[config.mk]
export PLATFORM = sky130hd
export DESIGN_NAME = ram_stream_reader
export DESIGN_NICKNAME = d
export VERILOG_FILES = /design/src/rtl/ram_pkg.sv /design/src/rtl/ram_addr_wrap.sv /design/src/rtl/ram_stream_reader.sv
export SDC_FILE = /design/constraint.sdc
export NUM_CORES = 1
export LEC_CHECK = 0
export CORE_MARGIN = 1
export CORE_UTILIZATION = 48
export DETAILED_ROUTE_END_ITERATION = 8
export PLACE_DENSITY_LB_ADDON = 0.08
export SYNTH_ARGS = -nofsm -noshare
export SYNTH_HDL_FRONTEND = slang
export SYNTH_HIERARCHICAL = 1
export SYNTH_SLANG_ARGS = --single-unit
[constraint.sdc]
create_clock -name clk -period 2.3 [get_ports clk]
set_clock_uncertainty 0.1 [all_clocks]
set_input_delay 0.23 -clock clk [delete_from_list [all_inputs] [get_ports clk]]
set_output_delay 0.23 -clock clk [all_outputs]
set_load 0.005 [all_outputs]
[src/rtl/ram_pkg.sv]
`default_nettype none
// ============================================================================
//  Module      : ram_pkg
//  Description : Shared types and default sizes for the RAM access blocks
//                (stream reader, address wrap helper, planned write streamer).
//  Revision    : 1.0 - initial release
// ============================================================================
package ram_pkg;

    // Default RAM geometry used by the RAM and the blocks that access it
    localparam int DATA_WIDTH_DEF = 8;
    localparam int ADDR_WIDTH_DEF = 10;
    localparam int DEPTH_DEF      = 1024;

    // Read streamer states, explicitly encoded
    typedef enum logic [1:0] {
        IDLE   = 2'd0,
        STREAM = 2'd1,
        DRAIN  = 2'd2
    } rd_state_e;

endpackage : ram_pkg
`default_nettype wire

[src/rtl/ram_addr_wrap.sv]
`default_nettype none
// ============================================================================
//  Module      : ram_addr_wrap
//  Description : Combinational next-address for a RAM of DEPTH words.
//                Increments the address and wraps to zero after DEPTH-1.
//  Revision    : 1.0 - initial release
// ============================================================================
module ram_addr_wrap
    import ram_pkg::*;
#(
    parameter int ADDR_WIDTH = ADDR_WIDTH_DEF,
    parameter int DEPTH      = DEPTH_DEF
) (
    input  logic [ADDR_WIDTH-1:0] i_addr,
    output logic [ADDR_WIDTH-1:0] o_next_addr
);

    localparam logic [ADDR_WIDTH-1:0] c_LAST_ADDR = ADDR_WIDTH'(DEPTH - 1);
    localparam logic [ADDR_WIDTH-1:0] c_ONE       = ADDR_WIDTH'(1);

    generate
        if (DEPTH == (2 ** ADDR_WIDTH)) begin : g_natural_wrap
            // Full address space: the adder overflow already wraps to zero
            assign o_next_addr = i_addr + c_ONE;
        end else begin : g_explicit_wrap
            // Partial address space: wrap explicitly at the last valid word
            assign o_next_addr = (i_addr == c_LAST_ADDR) ? '0 : (i_addr + c_ONE);
        end
    endgenerate

endmodule : ram_addr_wrap
`default_nettype wire

[src/rtl/ram_stream_reader.sv]
`default_nettype none
// ============================================================================
//  Module      : ram_stream_reader
//  Description : Sweeps LENGTH consecutive RAM words from START_ADDR through
//                the asynchronous RAM read port and presents them as a
//                valid/ready stream with a last marker, then pulses done.
//                The read address doubles as the sweep pointer, so under
//                back-pressure the same word is simply re-read until the
//                output stage frees up.
//  Revision    : 1.0 - initial release
// ============================================================================
module ram_stream_reader
    import ram_pkg::*;
#(
    parameter int DATA_WIDTH = DATA_WIDTH_DEF,
    parameter int ADDR_WIDTH = ADDR_WIDTH_DEF,
    parameter int DEPTH      = DEPTH_DEF
) (
    input  logic                  clk,
    input  logic                  rst_n,
    input  logic                  start,
    input  logic [ADDR_WIDTH-1:0] start_addr,
    input  logic [ADDR_WIDTH:0]   length,
    output logic                  busy,
    output logic                  done,
    output logic [ADDR_WIDTH-1:0] read_addr,
    output logic                  read_enable,
    input  logic [DATA_WIDTH-1:0] read_data,
    output logic [DATA_WIDTH-1:0] m_data,
    output logic                  m_valid,
    output logic                  m_last,
    input  logic                  m_ready
);

    localparam logic [ADDR_WIDTH:0] c_LEN_ZERO = '0;
    localparam logic [ADDR_WIDTH:0] c_LEN_ONE  = (ADDR_WIDTH+1)'(1);

    // Registered state
    rd_state_e             r_state;
    logic [ADDR_WIDTH-1:0] r_read_addr;
    logic                  r_read_enable;
    logic [ADDR_WIDTH:0]   r_remaining;
    logic                  r_busy;
    logic                  r_done;
    logic [DATA_WIDTH-1:0] r_m_data;
    logic                  r_m_valid;
    logic                  r_m_last;

    // Next-state values
    rd_state_e             w_state_nxt;
    logic [ADDR_WIDTH-1:0] w_read_addr_nxt;
    logic                  w_read_enable_nxt;
    logic [ADDR_WIDTH:0]   w_remaining_nxt;
    logic                  w_busy_nxt;
    logic                  w_done_nxt;
    logic [DATA_WIDTH-1:0] w_m_data_nxt;
    logic                  w_m_valid_nxt;
    logic                  w_m_last_nxt;

    logic [ADDR_WIDTH-1:0] w_addr_inc;
    logic                  w_can_load;

    // Output stage accepts a new word when empty or being emptied this cycle
    assign w_can_load = !r_m_valid || m_ready;

    ram_addr_wrap #(
        .ADDR_WIDTH (ADDR_WIDTH),
        .DEPTH      (DEPTH)
    ) u_addr_wrap (
        .i_addr      (r_read_addr),
        .o_next_addr (w_addr_inc)
    );

    // FSM state register
    always_ff @(posedge clk) begin
        if (!rst_n) begin
            r_state <= IDLE;
        end else begin
            r_state <= w_state_nxt;
        end
    end

    // Next-state and next-output decode; every output is registered below
    always_comb begin
        w_state_nxt       = r_state;
        w_read_addr_nxt   = r_read_addr;
        w_read_enable_nxt = r_read_enable;
        w_remaining_nxt   = r_remaining;
        w_busy_nxt        = r_busy;
        w_done_nxt        = 1'b0;
        w_m_data_nxt      = r_m_data;
        w_m_valid_nxt     = r_m_valid;
        w_m_last_nxt      = r_m_last;

        case (r_state)
            IDLE: begin
                if (start) begin
                    if (length != c_LEN_ZERO) begin
                        w_read_addr_nxt = start_addr;
                        w_remaining_nxt = length;
                        w_busy_nxt      = 1'b1;
                        w_state_nxt     = STREAM;
                    end else begin
                        // Empty transfer: acknowledge immediately, no beats
                        w_done_nxt = 1'b1;
                    end
                end
            end

            STREAM: begin
                if (!r_read_enable) begin
                    // First stream cycle: the address is already set up
                    w_read_enable_nxt = 1'b1;
                end else if (w_can_load) begin
                    w_m_data_nxt    = read_data;
                    w_m_valid_nxt   = 1'b1;
                    w_m_last_nxt    = (r_remaining == c_LEN_ONE);
                    w_remaining_nxt = r_remaining - c_LEN_ONE;
                    w_read_addr_nxt = w_addr_inc;
                    if (r_remaining == c_LEN_ONE) begin
                        w_read_enable_nxt = 1'b0;
                        w_state_nxt       = DRAIN;
                    end
                end
            end

            DRAIN: begin
                if (r_m_valid && m_ready) begin
                    w_m_valid_nxt = 1'b0;
                    w_m_last_nxt  = 1'b0;
                    w_done_nxt    = 1'b1;
                    w_busy_nxt    = 1'b0;
                    w_state_nxt   = IDLE;
                end
            end

            default: begin
                w_state_nxt       = IDLE;
                w_read_enable_nxt = 1'b0;
                w_busy_nxt        = 1'b0;
                w_m_valid_nxt     = 1'b0;
                w_m_last_nxt      = 1'b0;
            end
        endcase
    end

    // Datapath and output registers
    always_ff @(posedge clk) begin
        if (!rst_n) begin
            r_read_addr   <= '0;
            r_read_enable <= 1'b0;
            r_remaining   <= '0;
            r_busy        <= 1'b0;
            r_done        <= 1'b0;
            r_m_data      <= '0;
            r_m_valid     <= 1'b0;
            r_m_last      <= 1'b0;
        end else begin
            r_read_addr   <= w_read_addr_nxt;
            r_read_enable <= w_read_enable_nxt;
            r_remaining   <= w_remaining_nxt;
            r_busy        <= w_busy_nxt;
            r_done        <= w_done_nxt;
            r_m_data      <= w_m_data_nxt;
            r_m_valid     <= w_m_valid_nxt;
            r_m_last      <= w_m_last_nxt;
        end
    end

    assign busy        = r_busy;
    assign done        = r_done;
    assign read_addr   = r_read_addr;
    assign read_enable = r_read_enable;
    assign m_data      = r_m_data;
    assign m_valid     = r_m_valid;
    assign m_last      = r_m_last;

endmodule : ram_stream_reader
`default_nettype wire

==> load_flow_metrics.sql <==
INSERT INTO impl_metrics (metric_group, metric, value, unit) VALUES
('worst_setup_path', 'worst_case_reg_to_reg_path_depth', '5', ''),
('clock_network', 'hold_buffers', '0', ''),
('place', 'place.gp.congestion', '0.908', ''),
('worst_setup_path', 'critPathKind', 'reg -> reg', ''),
('finish', 'nNetsFinal', '359', ''),
('timing', 'hold_violation_count_in_the_final_report', '0', ''),
('yosys', 'netlist_instances', '261', ''),
('yosys', 'synth-async-reset-ratio', '0', '%'),
('clock_network', 'cts_max_level', '2', ''),
('timing', 'rsz0062_at_grt', 'false', ''),
('die', 'floorplan.die.width', '67.1', 'microns'),
('worst_setup_path', 'arrival', '2.20', 'ns'),
('clock_network', 'max-clock-path-buffers', '2', ''),
('yosys', 'synth-edff-count', '0', ''),
('power_and_ir_drop', 'powerDensity', '615', 'nW/um^2'),
('clock_network', 'post_cts_resize_count', '0', ''),
('yosys', 'netlist_top_cells_count', '49 x nand2_1, 36 x dfxtp_1, 19 x a21oi_1', ''),
('yosys', 'synth_sequential_area_ratio', '35.4', '%'),
('place', 'dp_hpwl', '4110', 'microns'),
('yosys', 'synth_nets', '297', ''),
('power_and_ir_drop', 'p_leak', '0.00104', 'uW'),
('run_status', 'status', 'completed', ''),
('finish', 'multi_input_area', '1200', 'sq um'),
('routing', 'ant_nets', '0', ''),
('clock_network', 'tritoncts', 'yes', ''),
('worst_setup_path', 'rrSetupSlack', '0.17', 'ns'),
('worst_setup_path', 'setup.worst_path.start_class', 'register', ''),
('yosys', 'netlist_top_cells_area', 'dfxtp_1 35%, nand2_1 9.0%, a21oi_1 4.7%', ''),
('yosys', 'yosysMostFrequentCell', 'nand2_1', ''),
('finish', 'num_antenna_cells', '0', ''),
('timing', 'timing.hold.ws', '0.359', 'ns'),
('clock_network', 'clk_transition_reported_paths', '0.08', 'ns'),
('place', 'port_bufs', '55', ''),
('yosys', 'synth_simple_gate_area_share', '30.9', '%'),
('timing', 'timing.final.ws_setup', '0.169', 'ns'),
('power_and_ir_drop', 'ir_worst_vdd', '0.339', 'mV'),
('routing', 'drc_viols', '0', ''),
('routing', 'num_vias', '2230', ''),
('yosys', 'ys_warn_count', '6', ''),
('die', 'io_pins', '56', ''),
('routing', 'drt-vias-per-instance', '5.96', ''),
('yosys', 'synthDominantAreaCellType', 'dfxtp_1', ''),
('global_route', 'globalRouteTotalUtil', '27.9', '%'),
('die', 'floorplan.initialDensity', '50.5', '%'),
('timing', 'relSlewSlack', '68.8', '%'),
('finish', 'area_growth', '39.2', '%'),
('routing', 'detailedRoute.firstPassIterationCount', '4', ''),
('routing', 'met3_wirelength', '392', 'microns'),
('routing', 'routed_wl', '5790', 'microns'),
('worst_setup_path', 'endpoint_kind_of_the_worst_setup_timing_path', 'register', ''),
('routing', 'wl_met1', '2520', 'microns'),
('yosys', 'synth_top_family_by_area', 'simple AND/OR/NAND/NOR gates', ''),
('flow_run', 'cap_viol_max_count', '0', ''),
('clock_network', 'clock_insertion_delay_worst_skew', '0.29', 'ns'),
('timing', 'tightest_slew', '0.461', 'ns'),
('routing', 'maxUsedRoutingLayer', 'met4', ''),
('yosys', 'synthMuxAreaShare', '0', '%'),
('timing', 'fin_setup_tns', '0', 'ns'),
('routing', 'detail_route.wl_per_cell', '15.5', 'microns'),
('global_route', 'via_count_of_the_first_global_routing_pass', '2057', ''),
('worst_setup_path', 'regToRegEndpoint', 'read_enable', ''),
('die', 'fp.dieArea', '4500', 'sq um'),
('global_route', 'grt_remaining_overflow', '0', ''),
('yosys', 'synth_xor_area_share', '3.44', '%'),
('place', 'dp.cells', '366', ''),
('timing', 'report.final.setup_viol', '0', ''),
('clock_network', 'clkSinkCount', '36', ''),
('die', 'core_region_area', '4030', 'sq um'),
('timing', 'layout_worst_path_cycle_share', '92.7', '%'),
('finish', 'final_layout_size_suffix_gt1_share', '12.0', '%'),
('routing', 'met2WireLength', '2760', 'microns');
==> routing by layer <==
layer  global-route usage (%)  vias up
li1                         -     1086
met2                     45.6       85
met1                     35.5     1046
met5                        0        -
met4                     10.6        0
met3                     5.65       13
==> stage by stage <==
stage	utilization, %	instance area [sq um]	power (uW)
5_1_grt	70.3	2830	1830
2_1_floorplan	-	2030	977
3_3_place_gp	67.5	2720	1180
3_5_place_dp	67.5	2720	1180
6_report	70.3	2830	1740
4_1_cts	70.3	2830	1740
==> kinds of logic after synthesis <==
kind of cell,count (synthesis)
compound gates,63
buf+inv,29
simple gates,122
flops,36
fa+ha+maj,3
xor+xnor,8
==> state kept, by name (all words and copies together), names as in the netlist <==
name         count
done             1
m_valid          1
m_data           8
m_last           1
read_addr       10
busy             1
r_remaining     11
read_enable      1
r_state          2
==> placed cells by master (no fill, tap or decap), types with 8 or more instances in the layout <==
master,count
dfxtp_1,36
buf_4,21
inv_1,8
a21oi_1,19
nand2_1,49
clkdlybuf4s50_1,55
nor3_1,15
a311oi_1,10
nand3_1,8
nor2_1,11
==> critical path, cell delays in order, from the launching register on <==
cell and delay [ns]:
dfxtp_1 0.43, ha_1 0.17, or4b_2 0.57, or3_2 0.46, o211ai_1 0.19, a21oi_1 0.09
==> power by group <==
group / internal (uW) / switching [uW] / total (uW) / leakage [uW]
registers: 669 / 53.8 / 723 / 0.000295
logic: 240 / 214 / 454 / 0.000694
clock network: 321 / 245 / 566 / 0.0000541
total: 1230 / 513 / 1740 / 0.00104
==> worst max path at each step <==
stage	slack, ns	end	cells after the start	start
6_report	0.17	read_enable	5	r_remaining[0]
2_1_floorplan	0.32	r_remaining[10]	5	r_remaining[5]
3_3_place_gp	0.01	r_remaining[7]	5	length[3]
5_1_grt	0.07	read_enable	5	r_remaining[0]
4_1_cts	0.18	read_enable	5	r_remaining[0]
3_5_place_dp	-0.04	r_remaining[6]	6	length[3]
==> final cells by class <==
type	instances	share of cell area, %
multi-input combinational	196	42.4
timing repair buffer	76	25.0
clock inverter	3	1.50
clock buffer	5	2.43
sequential	36	25.4
inverter	8	1.06
tap	50	2.21
Power figures use the tool's default switching activity.
